### src/rtl/fir_sequencer_if.sv
// fir_sequencer_if: bus bundle between the FIR sequencer and its surroundings.
//   coeff_addr / coeff_rd_en / coeff_rd_data : synchronous-read coefficient memory
//   sample_in / sample_valid / sample_ready   : upstream valid/ready sample stream
// Modports:
//   master : sequencer side (drives the memory read, accepts samples)
//   slave  : memory / sample-source side
interface fir_sequencer_if #(
    parameter int DATA_WIDTH = 8,
    parameter int ADDR_WIDTH = 10
);
    logic        [ADDR_WIDTH-1:0] coeff_addr;
    logic                         coeff_rd_en;
    logic signed [DATA_WIDTH-1:0] coeff_rd_data;
    logic signed [DATA_WIDTH-1:0] sample_in;
    logic                         sample_valid;
    logic                         sample_ready;

    modport master (
        output coeff_addr,
        output coeff_rd_en,
        input  coeff_rd_data,
        input  sample_in,
        input  sample_valid,
        output sample_ready
    );

    modport slave (
        input  coeff_addr,
        input  coeff_rd_en,
        output coeff_rd_data,
        output sample_in,
        output sample_valid,
        input  sample_ready
    );
endinterface

### src/rtl/fir_sequencer.sv
// fir_sequencer: drives one n_tap_fir through coefficient load, sample
// streaming, optional zero-sample tail flush and a terminal stop.
// Ports:
//   clock, reset (async, active low)     : clocking
//   start, abort                         : control requests
//   bus (fir_sequencer_if.master)        : coefficient memory + sample stream
//   fir_load_coefficients_flag,
//   fir_coefficient_in, fir_load_data_flag,
//   fir_data_in, fir_stop_data_load_flag : filter control/data
//   fir_out_valid                        : filter output updated at preceding edge
//   sample_count                         : real samples accepted
//   busy, done                           : status
module fir_sequencer #(
    parameter int LENGTH      = 10,
    parameter int DATA_WIDTH  = 8,
    parameter int ADDR_WIDTH  = 10,
    parameter int NUM_SAMPLES = 64,
    parameter int COUNT_WIDTH = 16,
    parameter int FLUSH_EN    = 1
) (
    input  logic                          clock,
    input  logic                          reset,
    input  logic                          start,
    input  logic                          abort,
    fir_sequencer_if.master               bus,
    output logic                          fir_load_coefficients_flag,
    output logic signed [DATA_WIDTH-1:0]  fir_coefficient_in,
    output logic                          fir_load_data_flag,
    output logic signed [DATA_WIDTH-1:0]  fir_data_in,
    output logic                          fir_stop_data_load_flag,
    output logic                          fir_out_valid,
    output logic        [COUNT_WIDTH-1:0] sample_count,
    output logic                          busy,
    output logic                          done
);

    localparam int CW = (LENGTH < 2) ? 2 : $clog2(LENGTH + 1);
    localparam logic [CW-1:0]          LEN_C    = CW'(LENGTH);
    localparam logic [CW-1:0]          LEN_M1   = CW'(LENGTH - 1);
    localparam logic [COUNT_WIDTH-1:0] NUM_LAST = COUNT_WIDTH'(NUM_SAMPLES - 1);

    typedef enum logic [2:0] {
        IDLE,
        COEFF_PULSE,
        COEFF_LOAD,
        STREAM,
        FLUSH,
        STOP,
        DONE
    } state_t;

    state_t                   state_q, state_d;
    logic [CW-1:0]            cnt_q, cnt_d;
    logic                     pend_q, pend_d;
    logic [ADDR_WIDTH-1:0]    addr_q, addr_d;
    logic                     rd_en_q, rd_en_d;
    logic                     load_coef_q, load_coef_d;
    logic                     ready_q, ready_d;
    logic                     load_q, load_d;
    logic signed [DATA_WIDTH-1:0] data_q, data_d;
    logic                     stop_q, stop_d;
    logic                     outv_q, outv_d;
    logic [COUNT_WIDTH-1:0]   count_q, count_d;
    logic                     busy_q, busy_d;
    logic                     done_q, done_d;
    logic                     hs;

    always_comb begin
        state_d     = state_q;
        cnt_d       = cnt_q;
        pend_d      = pend_q;
        addr_d      = '0;
        rd_en_d     = 1'b0;
        load_coef_d = 1'b0;
        ready_d     = 1'b0;
        load_d      = 1'b0;
        data_d      = data_q;
        stop_d      = 1'b0;
        count_d     = count_q;
        outv_d      = load_q;
        hs          = bus.sample_valid & ready_q;

        unique case (state_q)
            IDLE: begin
                if (start) begin
                    state_d     = COEFF_PULSE;
                    load_coef_d = 1'b1;
                    rd_en_d     = 1'b1;
                    pend_d      = 1'b0;
                end
            end
            COEFF_PULSE: begin
                state_d = COEFF_LOAD;
                cnt_d   = CW'(1);
                rd_en_d = (LENGTH > 1);
                addr_d  = (LENGTH > 1) ? ADDR_WIDTH'(1) : '0;
                pend_d  = abort;
            end
            COEFF_LOAD: begin
                // cnt_q is the cycle index k; the memory address for k+1 is issued now
                pend_d = pend_q | abort;
                if (cnt_q == LEN_C) begin
                    if (pend_q | abort) begin
                        state_d = STOP;
                        stop_d  = 1'b1;
                    end else begin
                        state_d = STREAM;
                        ready_d = 1'b1;
                    end
                end else begin
                    cnt_d = cnt_q + CW'(1);
                    if (cnt_q < LEN_M1) begin
                        rd_en_d = 1'b1;
                        addr_d  = ADDR_WIDTH'(cnt_q) + ADDR_WIDTH'(1);
                    end
                end
            end
            STREAM: begin
                if (hs) begin
                    load_d = 1'b1;
                    data_d = bus.sample_in;
                    if (count_q != '1) begin
                        count_d = count_q + COUNT_WIDTH'(1);
                    end
                end
                // a handshake coincident with abort or the final sample is still forwarded
                if (abort) begin
                    state_d = STOP;
                    stop_d  = 1'b1;
                end else if (hs && (NUM_SAMPLES != 0) && (count_q == NUM_LAST)) begin
                    if (FLUSH_EN != 0) begin
                        state_d = FLUSH;
                        cnt_d   = '0;
                    end else begin
                        state_d = STOP;
                        stop_d  = 1'b1;
                    end
                end else begin
                    ready_d = 1'b1;
                end
            end
            FLUSH: begin
                if (abort) begin
                    state_d = STOP;
                    stop_d  = 1'b1;
                end else begin
                    load_d = 1'b1;
                    data_d = '0;
                    cnt_d  = cnt_q + CW'(1);
                    if (cnt_q == LEN_M1) begin
                        state_d = STOP;
                        stop_d  = 1'b1;
                    end
                end
            end
            STOP: begin
                state_d = DONE;
            end
            DONE: begin
                state_d = DONE;
            end
            default: begin
                state_d = IDLE;
            end
        endcase

        busy_d = (state_d != IDLE) && (state_d != DONE);
        done_d = (state_d == DONE);
    end

    always_ff @(posedge clock or negedge reset) begin
        if (!reset) begin
            state_q     <= IDLE;
            cnt_q       <= '0;
            pend_q      <= 1'b0;
            addr_q      <= '0;
            rd_en_q     <= 1'b0;
            load_coef_q <= 1'b0;
            ready_q     <= 1'b0;
            load_q      <= 1'b0;
            data_q      <= '0;
            stop_q      <= 1'b0;
            outv_q      <= 1'b0;
            count_q     <= '0;
            busy_q      <= 1'b0;
            done_q      <= 1'b0;
        end else begin
            state_q     <= state_d;
            cnt_q       <= cnt_d;
            pend_q      <= pend_d;
            addr_q      <= addr_d;
            rd_en_q     <= rd_en_d;
            load_coef_q <= load_coef_d;
            ready_q     <= ready_d;
            load_q      <= load_d;
            data_q      <= data_d;
            stop_q      <= stop_d;
            outv_q      <= outv_d;
            count_q     <= count_d;
            busy_q      <= busy_d;
            done_q      <= done_d;
        end
    end

    // coefficients pass straight through from memory during the load phase
    assign fir_coefficient_in         = (state_q == COEFF_LOAD) ? bus.coeff_rd_data : '0;
    assign bus.coeff_addr             = addr_q;
    assign bus.coeff_rd_en            = rd_en_q;
    assign bus.sample_ready           = ready_q;
    assign fir_load_coefficients_flag = load_coef_q;
    assign fir_load_data_flag         = load_q;
    assign fir_data_in                = data_q;
    assign fir_stop_data_load_flag    = stop_q;
    assign fir_out_valid              = outv_q;
    assign sample_count               = count_q;
    assign busy                       = busy_q;
    assign done                       = done_q;

endmodule

### src/flat_wrapper.sv
// flat-port wrapper written by rule: the top's interface ports become plain ports
module fir_sequencer_flat 
#(
    parameter int LENGTH      = 10,
    parameter int DATA_WIDTH  = 8,
    parameter int ADDR_WIDTH  = 10,
    parameter int NUM_SAMPLES = 64,
    parameter int COUNT_WIDTH = 16,
    parameter int FLUSH_EN    = 1
)
  (clock, reset, start, abort, fir_load_coefficients_flag, fir_coefficient_in, fir_load_data_flag, fir_data_in, fir_stop_data_load_flag, fir_out_valid, sample_count, busy, done, bus_coeff_addr, bus_coeff_rd_en, bus_coeff_rd_data, bus_sample_in, bus_sample_valid, bus_sample_ready);
  fir_sequencer_if #(.DATA_WIDTH(DATA_WIDTH), .ADDR_WIDTH(ADDR_WIDTH)) bus_i ();
  input  logic clock;
  input  logic reset;
  input  logic start;
  input  logic abort;
  output logic fir_load_coefficients_flag;
  output logic signed [DATA_WIDTH-1:0] fir_coefficient_in;
  output logic fir_load_data_flag;
  output logic signed [DATA_WIDTH-1:0] fir_data_in;
  output logic fir_stop_data_load_flag;
  output logic fir_out_valid;
  output logic        [COUNT_WIDTH-1:0] sample_count;
  output logic busy;
  output logic done;
  output wire logic [$bits(bus_i.coeff_addr)-1:0] bus_coeff_addr;
  output wire logic [$bits(bus_i.coeff_rd_en)-1:0] bus_coeff_rd_en;
  input wire logic [$bits(bus_i.coeff_rd_data)-1:0] bus_coeff_rd_data;
  input wire logic [$bits(bus_i.sample_in)-1:0] bus_sample_in;
  input wire logic [$bits(bus_i.sample_valid)-1:0] bus_sample_valid;
  output wire logic [$bits(bus_i.sample_ready)-1:0] bus_sample_ready;
  assign bus_coeff_addr = bus_i.coeff_addr;
  assign bus_coeff_rd_en = bus_i.coeff_rd_en;
  assign bus_i.coeff_rd_data = bus_coeff_rd_data;
  assign bus_i.sample_in = bus_sample_in;
  assign bus_i.sample_valid = bus_sample_valid;
  assign bus_sample_ready = bus_i.sample_ready;
  fir_sequencer #(.LENGTH(LENGTH), .DATA_WIDTH(DATA_WIDTH), .ADDR_WIDTH(ADDR_WIDTH), .NUM_SAMPLES(NUM_SAMPLES), .COUNT_WIDTH(COUNT_WIDTH), .FLUSH_EN(FLUSH_EN)) u_core (.clock(clock), .reset(reset), .start(start), .abort(abort), .bus(bus_i), .fir_load_coefficients_flag(fir_load_coefficients_flag), .fir_coefficient_in(fir_coefficient_in), .fir_load_data_flag(fir_load_data_flag), .fir_data_in(fir_data_in), .fir_stop_data_load_flag(fir_stop_data_load_flag), .fir_out_valid(fir_out_valid), .sample_count(sample_count), .busy(busy), .done(done));
endmodule
### config.mk
export PLATFORM = sky130hd
export DESIGN_NAME = fir_sequencer_flat
export DESIGN_NICKNAME = d
export VERILOG_FILES = /design/src/rtl/fir_sequencer_if.sv /design/src/rtl/fir_sequencer.sv /design/src/flat_wrapper.sv
export SDC_FILE = /design/constraint.sdc
export NUM_CORES = 1
export LEC_CHECK = 0
export BUFFER_PORTS_ARGS = -buffer_cell sky130_fd_sc_hd__buf_4
export CORE_MARGIN = 8
export CORE_UTILIZATION = 57
export CTS_BUF_LIST = sky130_fd_sc_hd__clkbuf_4
export CTS_CLUSTER_DIAMETER = 200
export DETAILED_ROUTE_END_ITERATION = 10
export HOLD_SLACK_MARGIN = 0.05
export PLACE_DENSITY_LB_ADDON = 0.05
export SLEW_MARGIN = 0
export SYNTH_ARGS = -nofsm -noshare
export SYNTH_HDL_FRONTEND = slang
export SYNTH_SLANG_ARGS = --single-unit
### constraint.sdc
create_clock -name clock -period 5.1 [get_ports clock]
set_input_delay 0.765 -clock clock [delete_from_list [all_inputs] [get_ports clock]]
set_output_delay 0.765 -clock clock [all_outputs]
set_load 0.01 [all_outputs]
==> metrics.txt, run 1 <==
outcome finished clean; clock slew at reported path FFs 0.14 ns; Synth area leader dfrtp_1; hold_buf cts 0; area growth from synthesis to layout 23.9%; First-pass DRT Iterations 4; VDD IR-drop max 0.000205 V; Synth top area share between 40% and 50%; Wirelength per Cell between 15 and 20 um; clk_skew 0.00534 ns; Comb pwr share 42.2%; Tmin final 2.72 ns; WP data required 4.34 ns; Fin Hold WS 0.366 ns; register area share after synthesis 48.8%; Tcrit/Tclk final 53.3%; GP Congestion roughly 0.86; Final #Nets 311; root buf cell clkbuf_4; Place WS 2.82 ns; DP Area 0.00280 sq mm; Netlist Area Pre-Place 0.00231 sq mm; power share of the clock group 14.0%; Clock Latency Late Sink 0.37 ns; Post-synth top cells dfrtp_1, nand2_1, nor2_1, and3_1, xnor2_1; power after layout 1.25 mW; maxcap violations 0; die width 79.6 um; DR vias roughly 1900; maximum clock rate 368 MHz; Seq pwr share 43.8%; RSZ-0062 raised after global routing false; post-synthesis area per instance 10.5 sq um; final worst slack 2.38 ns; Final Hold Fails 0; crit start category flop; placed insts 328; PwrDens 438 mW/mm^2; Core ar. approximately 0.0039 sq mm; Slew headroom between 50 and 60%; number of synthesized flops with an enable pin 0; Rows 23; clock buffer count from CTS 5; GR Util All Layers 18.3%; Finished Core Util 72.5%; die area 0.00634 sq mm; final wirelength 5490 um; post-synth cell types 48; Finished Cell Area 0.00286 sq mm; worst hold path class input pin to asynchronous set/reset pin; Yosys warnings 0; ys flop type dfrtp_1; Worst-Margin Slew 0.636 ns; clock buffer depth 2; hpwl dp 4150 um; critical path class flop to output port; CTS Sinks 45; worst-path maximum fanout 13; Switching Share about 40%; Die Y 79.6 um; pin count of the biggest net entering global routing 46; Via-to-Cell Ratio 5.67; H-tree level count 2; Port Buffer Count 65; FFs w/ async S/R, synth between 90% and 100%; Pins Over Slew Limit 0; fin cells 336; n_diodes 0; count of final setup violators 0; Post-Synthesis Cells 220; #FFs+latches synth 45; initial core utilization roughly three fifths; count leader, synth dfrtp_1; cts repair resizes 0; Ports 71; total negative setup slack 0 ns; Net Sw Power 0.500 mW; # DRC 0; critical path arrival 1.95 ns; number of global-route vias before repair 1905; initial antenna violation count 0; layout cells sized above 1 29.7%; internal power 0.753 mW; Synth area leaders dfrtp_1, xnor2_1, and3_1; crit end category output port; Post-CTS Setup Bufs 0; drt first-iter violations 107; TritonCTS clock tree yes; Leakage between 1 and 1.5 nW; grt ovf 0; DRT antenna net count 0; first-pass GRT wire length 9230 um
==> worst max-delay path, cell delays in order, from the launching register on <==
cell,delay (ns)
dfrtp_1,0.62
nor2b_1,0.59
and3_1,0.26
buf_4,0.12
==> final timing paths <==
path	end	depth (start not counted)	startpoint	slack (ns)
worst max register to register	u_core.cnt_q[0]	5	u_core.state_q[1]	2.98
min in group clock	u_core.fir_out_valid	0	u_core.fir_load_data_flag	0.40
worst min register to register	u_core.fir_out_valid	0	u_core.fir_load_data_flag	0.40
worst max-delay path	fir_coefficient_in[0]	3	u_core.state_q[1]	2.38
worst min-delay path	u_core.fir_out_valid	1	reset	0.37
max in group asynchronous	u_core.sample_count[5]	1	reset	4.36
==> power groups by stage <==
stage / logic [mW] / registers, mW / clock network [mW]
after floorplan: 0.345 / 0.534 / 0
after global placement: 0.516 / 0.548 / 0
after detailed placement: 0.529 / 0.554 / 0
after CTS: 0.533 / 0.547 / 0.180
after global routing: 0.590 / 0.563 / 0.197
final: 0.529 / 0.548 / 0.176
==> placed cells by master, fill, tap and decap left out, types with 2 or more instances in the layout <==
master	count
nor4_1	3
and3_1	13
nor2_1	17
inv_1	7
mux2_2	3
conb_1	6
nor3_1	4
o31ai_1	2
a21oi_1	6
a31oi_1	2
ha_1	5
clkbuf_4	5
nand2_1	18
and4_1	4
a22o_1	8
a22oi_1	2
dfrtp_1	45
buf_4	65
nand3_1	6
nor2b_1	2
o22ai_1	2
nand2b_1	5
o21ai_0	8
a21oi_2	2
xnor2_1	11
nand4_1	7
and2_1	2
xor2_1	6
==> final cells by class <==
| type | count | area, sq um |
|---|---|---|
| sequential | 45 | 1130 |
| multi-input combinational | 161 | 1100 |
| fill | 312 | 1080 |
| timing repair buffer | 65 | 488 |
| tap | 50 | 62.6 |
| clock buffer | 5 | 37.5 |
| inverter | 7 | 26.3 |
| clock inverter | 3 | 21.3 |
==> state kept, by name (all words and copies together), names as in the netlist <==
signal	flops
u_core.bus.coeff_addr	5
u_core.bus.coeff_rd_en	1
u_core.bus.sample_ready	1
u_core.busy	1
u_core.cnt_q	4
u_core.done	1
u_core.fir_data_in	8
u_core.fir_load_coefficients_flag	1
u_core.fir_load_data_flag	1
u_core.fir_out_valid	1
u_core.fir_stop_data_load_flag	1
u_core.pend_q	1
u_core.sample_count	16
u_core.state_q	3
==> cell families (layout without fill, tap and decap cells) <==
logic type	after synthesis	in the layout	synth area share [%]
XOR/XNOR	17	17	6.45
buffers and inverters	19	80	4.45
other	1	6	0.163
AO/OA/AOI/OAI	37	37	11.9
adder cells (fa/ha/maj)	5	5	2.71
multiplexers	5	5	2.55
flip-flops	45	45	48.8
AND/OR/NAND/NOR	91	91	22.9
==> routing by layer <==
| layer | vias up | wire length [um] | GRT usage (%) |
|---|---|---|---|
| met5 | - | 0 | 0 |
| met4 | 0 | 89 | 7.04 |
| met3 | 8 | 370 | 6.31 |
| met2 | 63 | 2830 | 31.3 |
| met1 | 919 | 2200 | 20.4 |
| li1 | 916 | - | - |
No activity file was read; power rests on OpenSTA's default activity.
==> inputs of run 2 (changes only) <==
--- a/config.mk
+++ b/config.mk
@@ -7,7 +7,7 @@
 export LEC_CHECK = 0
 export BUFFER_PORTS_ARGS = -buffer_cell sky130_fd_sc_hd__buf_4
 export CORE_MARGIN = 8
-export CORE_UTILIZATION = 57
+export CORE_UTILIZATION = 53
 export CTS_BUF_LIST = sky130_fd_sc_hd__clkbuf_4
 export CTS_CLUSTER_DIAMETER = 200
 export DETAILED_ROUTE_END_ITERATION = 10
==> constraint.sdc (replaced) <==
create_clock -name clock -period 2.6 [get_ports clock]
set_input_delay 0.39 -clock clock [delete_from_list [all_inputs] [get_ports clock]]
set_output_delay 0.39 -clock clock [all_outputs]
set_load 0.01 [all_outputs]
==> run 2 against run 1 <==
Via count is 1.6% lower. Die area is 6.0% higher. Clock-buffer cell count stayed put. Routed wire length is 4.5% lower. Cell count is 1.2% higher. Critical path type unchanged. Critical endpoint is now fir_coefficient_in[5].
==> metrics.txt, run 2 (synthesis results as in run 1) <==
Die Y 82.0 um (+3.0%); clock buffer count from CTS 5 (unchanged); Fin Hold WS 0.235 ns (-0.131 ns); First-pass DRT Iterations 4 (unchanged); area taken by flip-flops and latches 0.00113 sq mm (unchanged); pin count of the biggest net entering global routing 46 (unchanged); slowest stage delay, CP 0.61 ns (about the same); die area 0.00672 sq mm (+6.0%); H-tree level count 2 (unchanged); Via-to-Cell Ratio 5.51 (-2.8%); RSZ-0062 raised after global routing false; n_diodes 0 (unchanged); VDD IR-drop max 0.000405 V (+97%); busiest grt layer met2; grt ovf 0 (unchanged); WP data required 2.21 ns (-2.13 ns); Global Route met3 Usage 4.60% (-1.7 points); initial antenna violation count 0 (unchanged); CP max stage cell dfrtp_1; layout cells sized above 1 29.5% (-0.21 points); final wirelength 5240 um (-4.5%); area occupied by multi-input gates 0.00110 sq mm (unchanged); cell family with most CP delay simple AND/OR/NAND/NOR gates; outcome finished clean; Leakage 1.46 nW (+1.1%); max FFs per register 16 (unchanged); Ports 71 (unchanged); Final Hold Fails 0 (unchanged); root buf cell clkbuf_4; crit end category output port; Final #Nets 313 (+0.64%); filler cell count 388 (+24%); clk_skew 0.0116 ns (+0.00622 ns); PwrDens 874 mW/mm^2 (+100%); die width 82.0 um (+3.0%); met1 usage 20.1% (-0.34 points); worst-path maximum fanout 13 (unchanged); number of global-route vias before repair 1879 (-1.4%); CP Buf/Inv Count 1 (unchanged); Pins Over Slew Limit 0 (unchanged); clock slew at reported path FFs 0.14 ns (about the same); critical path class flop to output port; total negative setup slack 0 ns (unchanged); Rows 24 (+4.3%); first-pass GRT wire length 8630 um (-6.6%); Worst-Margin Slew 0.625 ns (-0.0109 ns); TritonCTS clock tree yes; GRT met2 Usage 26.7% (-4.6 points); clock buffer depth 2 (unchanged); drt first-iter violations 126 (+18%); commonest non-fill, non-tap cells in the layout buf_4, dfrtp_1, nand2_1; area growth from synthesis to layout 25.7%; DRT antenna net count 0 (unchanged); initial core utilization 54.1% (-4.4 points); GR Util All Layers 16.3% (-2.0 points); Slew headroom 58.2% (+0.66 points); maxcap violations 0 (unchanged); worst hold path class input pin to flop; Wirelength per Cell 15.4 um (-5.6%); Post-CTS Setup Bufs 0 (unchanged); Tmin final roughly 2.3 ns; CTS Sinks 45 (unchanged); count of final setup violators 0 (unchanged); GP Congestion 0.843 (-2.0%); hpwl dp 3860 um (-7.0%); Clock Latency Late Sink 0.36 ns (about the same); # DRC 0 (unchanged); Port Buffer Count 65 (unchanged); crit start category flop; DR vias 1875 (-1.6%); critical path arrival 1.89 ns (-0.06 ns); commonest non-fill, non-tap cell in the layout buf_4; Core ar. 0.00426 sq mm (+8.2%); Tcrit/Tclk final 87.8%; CP Cell Sequence nor2b_1 -> and3_1 -> buf_4; maximum clock rate about 440 MHz
[run 2: cell count changes in the layout (fill, tap and decap cells not counted)]
cell           before  now
clkinv_1            0    1
clkinv_2            1    0
buf_4              65   66
bufinv_16           0    1
dlygate4sd3_1       0    1
inv_6               1    0
[run 2: stage by stage]
stage	power, mW	area, sq um	util [%]	setup slack, ns	instances
2_1_floorplan	1.72	2330	-	0.711	225
3_3_place_gp	2.11	2810	65.9	0.606	331
3_5_place_dp	2.12	2810	65.9	0.571	331
4_1_cts	2.56	2900	68.0	0.306	340
5_1_grt	2.73	2900	68.0	0.130	340
6_report	2.53	2900	68.0	0.317	340
[run 2: where the power goes]
part / internal (mW) / total [mW] / leakage [nW] / switching, mW
sequential: 0.865 / 1.05 / 0.599 / 0.184
combinational: 0.514 / 1.06 / 0.822 / 0.545
clock: 0.199 / 0.428 / 0.0389 / 0.229
[run 2: area by class of cell]
cell class,count,area share [%]
tap,52,2.24
timing repair buffer,67,17.4
multi-input combinational,161,37.9
inverter,7,0.906
clock inverter,3,1.42
clock buffer,5,1.29
sequential,45,38.8
[run 2: what timing repair did]
action,4_1_cts,5_1_grt
gates resized for setup,0,0
hold endpoints to repair,45,0
hold buffers,1,0
endpoints found under the setup margin,0,0
[run 2: worst paths after layout]
| path | slack, ns | cells after the start | startpoint | end |
|---|---|---|---|---|
| worst min register to register | 0.41 | 0 | u_core.fir_load_data_flag | u_core.fir_out_valid |
| worst min-delay path | 0.24 | 2 | bus_sample_in[3] | u_core.fir_data_in[3] |
| worst max-delay path | 0.32 | 3 | u_core.state_q[1] | fir_coefficient_in[5] |
| max in group asynchronous | 1.68 | 2 | reset | u_core.sample_count[2] |
| min in group asynchronous | 0.54 | 2 | reset | u_core.fir_data_in[4] |
| worst max register to register | 0.49 | 5 | u_core.state_q[1] | u_core.cnt_q[1] |
[run 2: per-layer routing]
metal  up-vias  part of all wire [%]
li1        914                     -
met1       894                    41
met2        56                    49
met3        11                   7.4
met4         0                   1.9
met5         -                     0
[run 2: worst register-to-register path: stages (launching register included)]
cell and delay (ns):
dfrtp_1 0.61, nor2b_1 0.57, a21boi_1 0.21, mux2_4 0.31, o41ai_4 0.08, mux2i_1 0.25
==> inputs of run 3 (changes only) <==
--- a/config.mk
+++ b/config.mk
@@ -12,7 +12,7 @@
 export CTS_CLUSTER_DIAMETER = 200
 export DETAILED_ROUTE_END_ITERATION = 10
 export HOLD_SLACK_MARGIN = 0.05
-export PLACE_DENSITY_LB_ADDON = 0.05
+export PLACE_DENSITY = 0.82
 export SLEW_MARGIN = 0
 export SYNTH_ARGS = -nofsm -noshare
 export SYNTH_HDL_FRONTEND = slang
==> run 3 against run 2 <==
Cell count did not move. First-iteration DRC count fell by 25%. Global-route usage fell by 0.064 points. Largest cell class unchanged.
==> metrics.txt, run 3 (synthesis results as in run 1) <==
Global Route met3 Usage 5.14% (+0.55 points); GR Util All Layers 16.2% (-0.064 points); Wirelength per Cell 15.5 um (+0.29%); GP Congestion 0.826 (-2.1%); WP data required 2.21 ns (about the same); Worst-Margin Slew 0.701 ns (+0.0758 ns); pin count of the biggest net entering global routing 46 (unchanged); Port Buffer Count 65 (unchanged); crit start category flop; setup slack, reg-to-reg 0.47 ns (-0.02 ns); worst-path maximum fanout 13 (unchanged); commonest non-fill, non-tap cells in the layout buf_4, dfrtp_1, nand2_1; die area 0.00672 sq mm (unchanged); grt ovf 0 (unchanged); clk_skew 0.0164 ns (+0.00482 ns); clock buffer count from CTS 5 (unchanged); GRT met2 Usage 25.4% (-1.3 points); maxcap violations 0 (unchanged); # DRC 0 (unchanged); Worst Hold End u_core.fir_data_in[2]; PwrDens 853 mW/mm^2 (-2.5%); count of final setup violators 0 (unchanged); first-pass GRT wire length 8600 um (-0.24%); critical path class flop to output port; layout cells sized above 1 29.9% (+0.35 points); clock slew at reported path FFs 0.12 ns (-0.02 ns); die width 82.0 um (unchanged); worst flop-to-flop path startpoint u_core.state_q[1]; Ports 71 (unchanged); hold depth 2 (unchanged); drt first-iter violations 94 (-25%); met1 usage 20.8% (+0.73 points); total negative setup slack 0 ns (unchanged); busiest grt layer met2; power after layout 2.46 mW (-3.1%); Core ar. 0.00426 sq mm (unchanged); Clock Latency Late Sink 0.36 ns (about the same); critical path arrival 1.97 ns (+0.08 ns); Tcrit/Tclk final 90.6% (+2.8 points); worst hold start bus_sample_in[2]; H-tree level count 2 (unchanged); worst hold path class input pin to flop; n_diodes 0 (unchanged); reg2reg end u_core.cnt_q[0]; Pins Over Slew Limit 0 (unchanged); root buf cell clkbuf_4; crit end category output port; hpwl dp 3990 um (+3.4%); area growth from synthesis to layout 24.8%; initial antenna violation count 0 (unchanged); TritonCTS clock tree yes; Leakage 1.45 nW (-0.44%); Rows 24 (unchanged); VDD IR-drop max 0.000537 V (+33%); First-pass DRT Iterations 4 (unchanged); Final #Nets 313 (unchanged); Slew headroom 53.2% (-5.0 points); Via-to-Cell Ratio 5.54 (+0.53%); initial core utilization 54.1% (unchanged); CTS Sinks 45 (unchanged); outcome finished clean; filler cell count 354 (-8.8%); commonest non-fill, non-tap cell in the layout buf_4; maximum clock rate 425 MHz (-3.1%); number of global-route vias before repair 1866 (-0.69%); reg2reg path depth 5 (unchanged); cts repair resizes 0 (unchanged); final wirelength 5260 um (+0.29%); Tmin final 2.36 ns (+0.0726 ns); RSZ-0062 raised after global routing false; DRT antenna net count 0 (unchanged); clock buffer depth 2 (unchanged); Die Y 82.0 um (unchanged); max FFs per register 16 (unchanged); Final Hold Fails 0 (unchanged); DR vias 1885 (+0.53%)
run 3: cell count changes in the layout (fill, tap and decap cells not counted):
cell       change
bufinv_16      -1
clkbuf_4       +2
clkinv_1       -1
run 3: per-stage QoR:
| stage | area (sq um) | utilization [%] | hold slack, ns | setup slack, ns | std cells |
|---|---|---|---|---|---|
| floorplan | 2330 | - | 0.0944 | 0.711 | 225 |
| global placement | 2810 | 65.9 | 0.361 | 0.626 | 331 |
| detailed placement | 2810 | 65.9 | 0.374 | 0.515 | 331 |
| CTS | 2880 | 67.5 | 0.260 | 0.227 | 340 |
| global route | 2880 | 67.5 | 0.240 | 0.0585 | 340 |
| finish | 2880 | 67.5 | 0.271 | 0.244 | 340 |
run 3: final cells by class:
type / instances / area, sq um / area share, %
clock buffer: 7 / 52.6 / 1.82
tap: 52 / 65.1 / 2.26
inverter: 7 / 26.3 / 0.912
timing repair buffer: 67 / 505 / 17.5
multi-input combinational: 161 / 1100 / 38.1
sequential: 45 / 1130 / 39.1
clock inverter: 1 / 7.51 / 0.261
run 3: worst max path at each step:
| stage | startpoint | to | slack (ns) | cells after the start |
|---|---|---|---|---|
| detailed placement | u_core.state_q[1] | u_core.cnt_q[0] | 0.52 | 5 |
| global placement | u_core.sample_count[0] | u_core.cnt_q[0] | 0.63 | 6 |
| CTS | u_core.state_q[1] | fir_coefficient_in[4] | 0.23 | 3 |
| finish | u_core.state_q[1] | fir_coefficient_in[4] | 0.24 | 3 |
| floorplan | u_core.sample_count[0] | u_core.sample_count[12] | 0.71 | 5 |
| global route | u_core.state_q[1] | fir_coefficient_in[7] | 0.06 | 3 |
run 3: critical path, stage by stage (launching register included):
cell	delay, ns
dfrtp_1	0.61
nor2b_1	0.64
and3_1	0.25
buf_4	0.12
run 3: repair_timing:
action | 4_1_cts | 5_1_grt
buffers inserted | 0 | 0
hold buffers | 1 | 0
endpoints found under the hold margin | 45 | 0
run 3: routing by layer:
metal  routed length (um)  share of wire [%]
met5                    0                  0
met4                   47               0.89
met3                  486                9.2
met2                 2420                 46
met1                 2300                 44
run 3: report_power, final:
| group | total [mW] | internal (mW) | switching (mW) |
|---|---|---|---|
| clock | 0.344 | 0.128 | 0.216 |
| sequential | 1.05 | 0.865 | 0.186 |
| combinational | 1.06 | 0.514 | 0.548 |
| total | 2.46 | 1.51 | 0.950 |
